[config.mk]
export PLATFORM = sky130hd
export DESIGN_NAME = bcd_counter_flat
export DESIGN_NICKNAME = d
export VERILOG_FILES = /design/src/rtl/bcd_pkg.sv /design/src/rtl/bcd_counter_if.sv /design/src/rtl/bcd_digit.sv /design/src/rtl/key_edge.sv /design/src/rtl/bcd_counter.sv /design/src/flat_wrapper.sv
export SDC_FILE = /design/constraint.sdc
export NUM_CORES = 1
export LEC_CHECK = 0
export CORE_MARGIN = 4
export CORE_UTILIZATION = 48
export CTS_CLUSTER_SIZE = 30
export DETAILED_ROUTE_END_ITERATION = 10
export PLACE_DENSITY = 0.75
export SLEW_MARGIN = 0
export SYNTH_ARGS = -nofsm -noshare
export SYNTH_HDL_FRONTEND = slang
export SYNTH_SLANG_ARGS = --single-unit
[constraint.sdc]
create_clock -name clk -period 2.9 [get_ports clk]
set_input_delay 0.725 -clock clk [delete_from_list [all_inputs] [get_ports clk]]
set_output_delay 0.725 -clock clk [all_outputs]
set_load 0.02 [all_outputs]
[src/rtl/bcd_pkg.sv]
// BCD digit type, digit limits and per-digit step helpers shared by the
// decimal counter and its digit cells.
package bcd_pkg;

  typedef logic [3:0] bcd_t;

  localparam bcd_t BCD_MAX = 4'd9;
  localparam bcd_t BCD_MIN = 4'd0;

  function automatic logic is_valid_bcd(input bcd_t d);
    return (d <= BCD_MAX);
  endfunction

  function automatic bcd_t bcd_inc(input bcd_t d);
    return (d == BCD_MAX) ? BCD_MIN : bcd_t'(d + 4'd1);
  endfunction

  function automatic bcd_t bcd_dec(input bcd_t d);
    return (d == BCD_MIN) ? BCD_MAX : bcd_t'(d - 4'd1);
  endfunction

endpackage

[src/rtl/bcd_counter_if.sv]
// Key, control and display bundle between the game logic (master) and the
// decimal counter (slave).
interface bcd_counter_if #(
  parameter int NUM_DIGITS = 2
);

  logic                    up_key;
  logic                    down_key;
  logic                    clear;
  logic                    load;
  logic [4*NUM_DIGITS-1:0] load_value;
  logic [4*NUM_DIGITS-1:0] digits;
  logic                    overflow;
  logic                    underflow;
  logic                    load_err;
  logic                    at_zero;

  modport master (
    output up_key, down_key, clear, load, load_value,
    input  digits, overflow, underflow, load_err, at_zero
  );

  modport slave (
    input  up_key, down_key, clear, load, load_value,
    output digits, overflow, underflow, load_err, at_zero
  );

endinterface

[src/rtl/bcd_digit.sv]
// One decimal digit: parallel set, increment with carry out, decrement with
// borrow out. Set wins over stepping; inc and dec together hold the digit.
module bcd_digit
  import bcd_pkg::*;
(
  input  logic clk,
  input  logic reset,
  input  logic inc,
  input  logic dec,
  input  logic set_en,
  input  bcd_t set_val,
  output bcd_t value,
  output logic carry_out,
  output logic borrow_out
);

  always_ff @(posedge clk or negedge reset) begin
    if (!reset) begin
      value <= BCD_MIN;
    end else if (set_en) begin
      value <= set_val;
    end else if (inc && !dec) begin
      value <= bcd_inc(value);
    end else if (dec && !inc) begin
      value <= bcd_dec(value);
    end
  end

  assign carry_out  = inc && (value == BCD_MAX);
  assign borrow_out = dec && (value == BCD_MIN);

endmodule

[src/rtl/key_edge.sv]
// Two-flop synchroniser for a raw key plus a third flop that turns the
// first synchronised high sample into a single-cycle pulse.
module key_edge (
  input  logic clk,
  input  logic reset,
  input  logic key,
  output logic pulse
);

  logic s1;
  logic s2;
  logic s3;

  always_ff @(posedge clk or negedge reset) begin
    if (!reset) begin
      s1 <= 1'b0;
      s2 <= 1'b0;
      s3 <= 1'b0;
    end else begin
      s1 <= key;
      s2 <= s1;
      s3 <= s2;
    end
  end

  assign pulse = s2 & ~s3;

endmodule

[src/rtl/bcd_counter.sv]
// Multi-digit decimal up/down counter driven by raw keys, with clear, checked
// parallel load and registered wrap/saturation/load-error strobes.
module bcd_counter
  import bcd_pkg::*;
#(
  parameter int NUM_DIGITS = 2,
  parameter int SATURATE   = 0
) (
  input logic          clk,
  input logic          reset,
  bcd_counter_if.slave bus
);

  logic                    up_pulse;
  logic                    down_pulse;
  logic [4*NUM_DIGITS-1:0] digits;
  logic                    all_nine;
  logic                    all_zero;
  logic                    load_ok;
  logic                    idle;
  logic                    up_only;
  logic                    down_only;
  logic                    up_step;
  logic                    down_step;
  logic                    set_en;
  logic                    top_carry;
  logic                    top_borrow;
  logic                    overflow_next;
  logic                    underflow_next;
  logic                    load_rej;
  logic                    overflow_q;
  logic                    underflow_q;
  logic                    load_err_q;

  key_edge u_up_key (
    .clk   (clk),
    .reset (reset),
    .key   (bus.up_key),
    .pulse (up_pulse)
  );

  key_edge u_down_key (
    .clk   (clk),
    .reset (reset),
    .key   (bus.down_key),
    .pulse (down_pulse)
  );

  always_comb begin
    all_nine = 1'b1;
    all_zero = 1'b1;
    load_ok  = 1'b1;
    for (int i = 0; i < NUM_DIGITS; i++) begin
      if (digits[4*i +: 4] != BCD_MAX) all_nine = 1'b0;
      if (digits[4*i +: 4] != BCD_MIN) all_zero = 1'b0;
      if (!is_valid_bcd(bus.load_value[4*i +: 4])) load_ok = 1'b0;
    end
  end

  // clear beats load beats counting; coincident up/down presses cancel
  assign idle      = !bus.clear && !bus.load;
  assign up_only   = idle && up_pulse && !down_pulse;
  assign down_only = idle && down_pulse && !up_pulse;
  assign up_step   = up_only && !((SATURATE != 0) && all_nine);
  assign down_step = down_only && !((SATURATE != 0) && all_zero);
  assign set_en    = bus.clear || (bus.load && load_ok);
  assign load_rej  = !bus.clear && bus.load && !load_ok;

  for (genvar i = 0; i < NUM_DIGITS; i++) begin : g_digit
    logic inc;
    logic dec;
    logic carry;
    logic borrow;
    bcd_t set_val;

    if (i == 0) begin : g_lsd
      assign inc = up_step;
      assign dec = down_step;
    end else begin : g_chain
      assign inc = g_digit[i-1].carry;
      assign dec = g_digit[i-1].borrow;
    end

    assign set_val = bus.clear ? BCD_MIN : bus.load_value[4*i +: 4];

    bcd_digit u_digit (
      .clk        (clk),
      .reset      (reset),
      .inc        (inc),
      .dec        (dec),
      .set_en     (set_en),
      .set_val    (set_val),
      .value      (digits[4*i +: 4]),
      .carry_out  (carry),
      .borrow_out (borrow)
    );
  end

  assign top_carry  = g_digit[NUM_DIGITS-1].carry;
  assign top_borrow = g_digit[NUM_DIGITS-1].borrow;

  // When wrapping, the event is exactly the ripple leaving the top digit;
  // when saturating that ripple is suppressed, so the boundary is tested directly.
  assign overflow_next  = (SATURATE != 0) ? (up_only && all_nine)   : top_carry;
  assign underflow_next = (SATURATE != 0) ? (down_only && all_zero) : top_borrow;

  always_ff @(posedge clk or negedge reset) begin
    if (!reset) begin
      overflow_q  <= 1'b0;
      underflow_q <= 1'b0;
      load_err_q  <= 1'b0;
    end else begin
      overflow_q  <= overflow_next;
      underflow_q <= underflow_next;
      load_err_q  <= load_rej;
    end
  end

  assign bus.digits    = digits;
  assign bus.overflow  = overflow_q;
  assign bus.underflow = underflow_q;
  assign bus.load_err  = load_err_q;
  assign bus.at_zero   = all_zero;

endmodule

[src/flat_wrapper.sv]
// flat-port wrapper written by rule: the top's interface ports become plain ports
module bcd_counter_flat import bcd_pkg::*;
#(
  parameter int NUM_DIGITS = 2,
  parameter int SATURATE   = 0
)
  (clk, reset, bus_up_key, bus_down_key, bus_clear, bus_load, bus_load_value, bus_digits, bus_overflow, bus_underflow, bus_load_err, bus_at_zero);
  bcd_counter_if #(.NUM_DIGITS(NUM_DIGITS)) bus_i ();
  input logic clk;
  input logic reset;
  input wire logic [$bits(bus_i.up_key)-1:0] bus_up_key;
  input wire logic [$bits(bus_i.down_key)-1:0] bus_down_key;
  input wire logic [$bits(bus_i.clear)-1:0] bus_clear;
  input wire logic [$bits(bus_i.load)-1:0] bus_load;
  input wire logic [$bits(bus_i.load_value)-1:0] bus_load_value;
  output wire logic [$bits(bus_i.digits)-1:0] bus_digits;
  output wire logic [$bits(bus_i.overflow)-1:0] bus_overflow;
  output wire logic [$bits(bus_i.underflow)-1:0] bus_underflow;
  output wire logic [$bits(bus_i.load_err)-1:0] bus_load_err;
  output wire logic [$bits(bus_i.at_zero)-1:0] bus_at_zero;
  assign bus_i.up_key = bus_up_key;
  assign bus_i.down_key = bus_down_key;
  assign bus_i.clear = bus_clear;
  assign bus_i.load = bus_load;
  assign bus_i.load_value = bus_load_value;
  assign bus_digits = bus_i.digits;
  assign bus_overflow = bus_i.overflow;
  assign bus_underflow = bus_i.underflow;
  assign bus_load_err = bus_i.load_err;
  assign bus_at_zero = bus_i.at_zero;
  bcd_counter #(.NUM_DIGITS(NUM_DIGITS), .SATURATE(SATURATE)) u_core (.clk(clk), .reset(reset), .bus(bus_i));
endmodule
==> out/results.ini <==
[pwr]
power_frac_comb = 0.316
switching_power_mw = 0.195
power_frac_seq = 0.470
powerDensity_nw_per_um2 = 411
pwr-share-clk = 0.214
p_sw_frac = 0.331
peakVddDrop_v = 0.000341
power.internal_mw = 0.394
p_leak_nw = 0.573

[floorplanning]
dieHeight_um = 55.6
initial_core_util = 0.527
rows = 16
die_w_um = 55.6
io_pins = 26
coreArea_um2 = 2060
die_area_um2 = 3090

[layout]
nFillCells = 168
area_growth_pct = 32.0
layout-drive-gt1-share = 0.151
layout_common_cells = clkdlybuf4s50_1 (25), dfrtp_1 (17), buf_4 (10), nor2_1 (9)
nets = 168
seq_area_um2 = 425
mostFrequentLayoutCell = clkdlybuf4s50_1
final_cells = 179
multi_input_area_um2 = 598
diodes = 0

[detailed_routing]
via_per_inst = 5.88
dr.pass1.iters = 4
drc_errors = 0
ant_nets = 0
dr_total_vias = 1052
totalWireLength_um = 2640
wl_per_cell_um = 14.7
drt_iter0_drc = 37

[place]
place_hpwl_um = 2070
port_buffers = 25
finalWeightedCongestion = 0.850
placed_cells = 175

[setup_path]
crit_slowest_cell = clkdlybuf4s50_1
crit_path_max_incr_delay_ns = 0.61
cp-end-kind = output pin
required_ns = 2.17
critPathArrivalTime_ns = 2.00
crit_path_max_fanout = 9
path_cells = nor4_1 > and3_1 > clkdlybuf4s50_1
r2r_cells = 9
startpoint_type = flip-flop
critical_path_class = reg -> out

[clocking]
insertion_delay_ns = 0.28
postCtsSetupBuffers = 0
cts_hold_buf = 0
numCtsBuffers = 3
cts_buffer_depth = 2
clk_transition_reported_paths_ns = 0.10
cts.sinks = 17
htree_levels = 1
cts_root_buf = clkbuf_4
cts_tree = built

[synth]
synth_edf_count = 0
synth_area_per_cell_um2 = 8.91
synth_ff_type = dfrtp_1
synth_cell_types = 46
synthesis.area_um2 = 1090
syn_nets = 137
synthCells = 122
synth_seq_area_share = 0.391
async_flop_share = 1.00
synth_seq_cells = 17
ys_warn_count = 0

[sta]
holdWs_ns = 0.367
hold_viol_final = 0
fin_crit_ns = 2.72
fin_crit_sh = 0.938
skew_ns = 0.000998
slew_violations = 0
rsz0062_at_grt = no
fmaxAchievable_ghz = 0.368
slew_headroom = 0.494
setup-violations-final = 0
tightestPinTransition_ns = 0.757

[grt]
grt_pass1_vias = 1004
antenna_found_initial = 0
grt_start_max_net_pins = 18
grt_usage = 0.183
grt_overflow = 0
grt_pass1_wl_um = 4610

[job]
cap_violations = 0

[outcome]
status = complete, no violations

[min_path]
min_delay_path_depth = 0
hold_class = reg -> reg

-- cells in the mapped netlist, types with 2 or more instances --
cell type / number / share of area
a21oi_1: 8 / 0.037
a22oi_1: 2 / 0.014
a31oi_1: 3 / 0.017
and2_1: 3 / 0.017
and3_1: 3 / 0.017
buf_2: 4 / 0.018
clkbuf_1: 4 / 0.014
dfrtp_1: 17 / 0.39
inv_1: 6 / 0.021
nand2_1: 8 / 0.028
nand3_1: 4 / 0.018
nand4_1: 2 / 0.012
nor2_1: 9 / 0.031
nor2b_1: 2 / 0.012
nor3_1: 3 / 0.014
nor3b_1: 3 / 0.021
nor4_1: 3 / 0.017
o21ai_0: 8 / 0.037
o22ai_1: 2 / 0.012
xnor2_1: 2 / 0.016
-- worst max-delay path: cells and delay by family (launching register included) --
family / cells / cell delay, ns
buffers and inverters: 1 / 0.61
flip-flops: 1 / 0.48
AND/OR/NAND/NOR: 2 / 0.62
-- metal layers --
metal  up-vias  wire [µm]  global-route usage
met5         -          0                   0
met4         0         14              0.0729
met3         2        207              0.0441
met2        56       1310               0.289
met1       488       1110               0.240
li1        506          -                   -
-- area by class of cell --
| cell class | instances | share of cell area |
|---|---|---|
| Multi-Input combinational cell | 89 | 0.417 |
| Timing Repair Buffer | 35 | 0.227 |
| Clock buffer | 4 | 0.0183 |
| Tap cell | 27 | 0.0235 |
| Sequential cell | 17 | 0.296 |
| Inverter | 7 | 0.0183 |
-- power by group through the flow --
| stage | combinational (mW) | clock, mW | sequential (mW) |
|---|---|---|---|
| final | 0.187 | 0.126 | 0.277 |
| after global routing | 0.204 | 0.137 | 0.282 |
| after CTS | 0.186 | 0.125 | 0.277 |
| after detailed placement | 0.185 | 0 | 0.282 |
| after global placement | 0.180 | 0 | 0.281 |
| after floorplan | 0.0972 | 0 | 0.287 |
-- registers in the layout, indices dropped and copies added (netlist names) --
| register | flops |
|---|---|
| u_core.bus.underflow | 1 |
| u_core.u_up_key.s1 | 1 |
| u_core.bus.load_err | 1 |
| u_core.g_digit.u_digit.value | 8 |
| u_core.bus.overflow | 1 |
| u_core.u_down_key.s1 | 1 |
| u_core.u_up_key.s3 | 1 |
| u_core.u_up_key.s2 | 1 |
| u_core.u_down_key.s2 | 1 |
| u_core.u_down_key.s3 | 1 |
-- worst paths after layout --
kind | end | from | slack (ns)
max | bus_at_zero | u_core.g_digit[0].u_digit.value[2]$_DFFE_PN0P_ | 0.18
min | u_core.u_up_key.s2$_DFF_PN0_ | u_core.u_up_key.s1$_DFF_PN0_ | 0.37
max reg2reg | u_core.g_digit[1].u_digit.value[2]$_DFFE_PN0P_ | u_core.g_digit[0].u_digit.value[2]$_DFFE_PN0P_ | 0.53
min reg2reg | u_core.u_up_key.s2$_DFF_PN0_ | u_core.u_up_key.s1$_DFF_PN0_ | 0.37
max in group asynchronous | u_core.g_digit[1].u_digit.value[1]$_DFFE_PN0P_ | reset | 1.55
min in group asynchronous | u_core.g_digit[0].u_digit.value[2]$_DFFE_PN0P_ | reset | 0.88
-- per-stage QoR --
stage | setup TNS (ns) | setup slack, ns | power, mW | utilization | area, µm²
after floorplan | 0 | 0.441 | 0.384 | - | 1090
after global placement | -0.177 | -0.111 | 0.462 | 0.679 | 1400
after detailed placement | -0.253 | -0.196 | 0.467 | 0.679 | 1400
after CTS | 0 | 0.0912 | 0.588 | 0.692 | 1430
after global routing | 0 | 0.0313 | 0.623 | 0.696 | 1440
final | 0 | 0.180 | 0.590 | 0.696 | 1440
-- what timing repair did --
item | 4_1_cts | 5_1_grt
gates resized for setup | 0 | 2
endpoints found under the setup margin | 0 | 1
hold endpoints to repair | 0 | 0
-- cell families after synthesis --
kind of cell	share of synthesized area
flip-flops	0.391
AO/OA/AOI/OAI	0.227
multiplexers	0.0196
AND/OR/NAND/NOR	0.260
XOR/XNOR	0.0242
adder cells (fa/ha/maj)	0.0115
buffers and inverters	0.0667
Note: power is estimated with default switching activity, not from simulation.
==> patch (same settings) <==
`SATURATE` is set to 0 in 2 places; all go to 1.
--- a/src/rtl/bcd_counter.sv
+++ b/src/rtl/bcd_counter.sv
@@ -5,5 +5,5 @@
 #(
   parameter int NUM_DIGITS = 2,
-  parameter int SATURATE   = 0
+  parameter int SATURATE   = 1
 ) (
   input logic          clk,
--- a/src/flat_wrapper.sv
+++ b/src/flat_wrapper.sv
@@ -3,5 +3,5 @@
 #(
   parameter int NUM_DIGITS = 2,
-  parameter int SATURATE   = 0
+  parameter int SATURATE   = 1
 )
   (clk, reset, bus_up_key, bus_down_key, bus_clear, bus_load, bus_load_value, bus_digits, bus_overflow, bus_underflow, bus_load_err, bus_at_zero);
Check against the original RTL: not equivalent (Yosys sat finds a counterexample within 4 cycles, from zero or initial values and one cycle with reset low).
==> patch against the original RTL <==
- maximum frequency shrank 2.9%
- synthesized area grew 1.7%
- largest power group unchanged
- count of clock-buffer cells in the layout stayed put
- critical path depth did not move
- sequential cell count unchanged
- cell area grew 6.3%
- worst setup slack got worse by 82 ps
- power rose by 4.1%
- largest cell class unchanged
- highest routed layer unchanged
- wire length grew 6.6%
==> patch: results (changes against the original RTL) <==
<table>
<tr><th>Metric</th><th>Value</th></tr>
<tr><th colspan="2">Status</th></tr>
<tr><td>Result of the run</td><td>finished, final reports clean</td></tr>
<tr><th colspan="2">Finish</th></tr>
<tr><td>Growth of design area from synthesis to finish</td><td>37.90%</td></tr>
<tr><td>Buffers, non-clock</td><td>39 (+11%)</td></tr>
<tr><td>Fill cell total of the finished layout</td><td>193 (+15%)</td></tr>
<tr><td>Multi-input combinational cell count</td><td>90 (+1.1%)</td></tr>
<tr><td>Net count reported at finish</td><td>173 (+3.0%)</td></tr>
<tr><td>Non-clock buffer share of cell area</td><td>23.30% (+0.63 points)</td></tr>
<tr><td>Clock network share of area</td><td>1.723% (-0.11 points)</td></tr>
<tr><th colspan="2">Routing</th></tr>
<tr><td>Met2 routed wirelength</td><td>1406 um (+7.4%)</td></tr>
<tr><td>Initial DRC count</td><td>47 (+27%)</td></tr>
<tr><td>Vias per cell</td><td>5.984 (+1.8%)</td></tr>
<tr><th colspan="2">Synthesis</th></tr>
<tr><td>Register area share after synthesis</td><td>38.46% (-0.66 points)</td></tr>
<tr><td>Cell types with the largest area share after synthesis</td><td>dfrtp_1, o21ai_0, nor2b_1</td></tr>
<tr><td>Synthesized area per cell</td><td>9.141 um2 (+2.6%)</td></tr>
<tr><td>Post-synth net total</td><td>136 (-0.73%)</td></tr>
<tr><td>Top post-synthesis cells by count</td><td>dfrtp_1, o21ai_0, nor2_1</td></tr>
<tr><th colspan="2">Global route</th></tr>
<tr><td>Number of global-route vias before repair</td><td>1144 (+14%)</td></tr>
<tr><th colspan="2">Pwr</th></tr>
<tr><td>Net switching power figure</td><td>0.0002039 W (+4.3%)</td></tr>
<tr><td>Leakage</td><td>0.5875 nW (+2.5%)</td></tr>
<tr><th colspan="2">Worst setup path</th></tr>
<tr><td>Reg-to-reg critical path startpoint</td><td>u_core.u_down_key.s3$_DFF_PN0_</td></tr>
<tr><td>Length in cells of the worst reg-to-reg path</td><td>8 (-1)</td></tr>
<tr><th colspan="2">Hold path</th></tr>
<tr><td>End of the worst hold path</td><td>u_core.u_down_key.s2$_DFF_PN0_</td></tr>
<tr><th colspan="2">Timing</th></tr>
<tr><td>Post-route worst hold slack</td><td>361.6 ps (-5.180 ps)</td></tr>
<tr><td>Slew at the pin closest to its max-slew limit</td><td>769.7 ps (+13.07 ps)</td></tr>
<tr><th colspan="2">Place</th></tr>
<tr><td>Placed Area</td><td>1469 um2 (+4.9%)</td></tr>
</table>
-- patch: cell families (layout without fill, tap and decap cells) --
logic type               after synthesis  in the layout  synth area share [%]
adder cells (fa/ha/maj)                1              1                 1.131
AO/OA/AOI/OAI                         37             37                 23.76
flip-flops                            17             17                 38.46
XOR/XNOR                               4              4                 3.168
buffers and inverters                 14             50                 4.864
AND/OR/NAND/NOR                       48             48                 28.62
-- patch: power by group through the flow --
| stage | Sequential, W | Combinational [W] | Clock [W] |
|---|---|---|---|
| 5_1_grt | 0.000280 | 0.000227 | 0.000147 |
| 4_1_cts | 0.000273 | 0.000203 | 0.000138 |
| 2_1_floorplan | 0.000290 | 0.000100 | 0 |
| 3_3_place_gp | 0.000277 | 0.000197 | 0 |
| 3_5_place_dp | 0.000278 | 0.000201 | 0 |
| 6_report | 0.000277 | 0.000207 | 0.000130 |
-- patch: repair_timing --
item	4_1_cts	5_1_grt
resized for setup	0	7
setup endpoints to repair	0	4
hold buffers	0	0
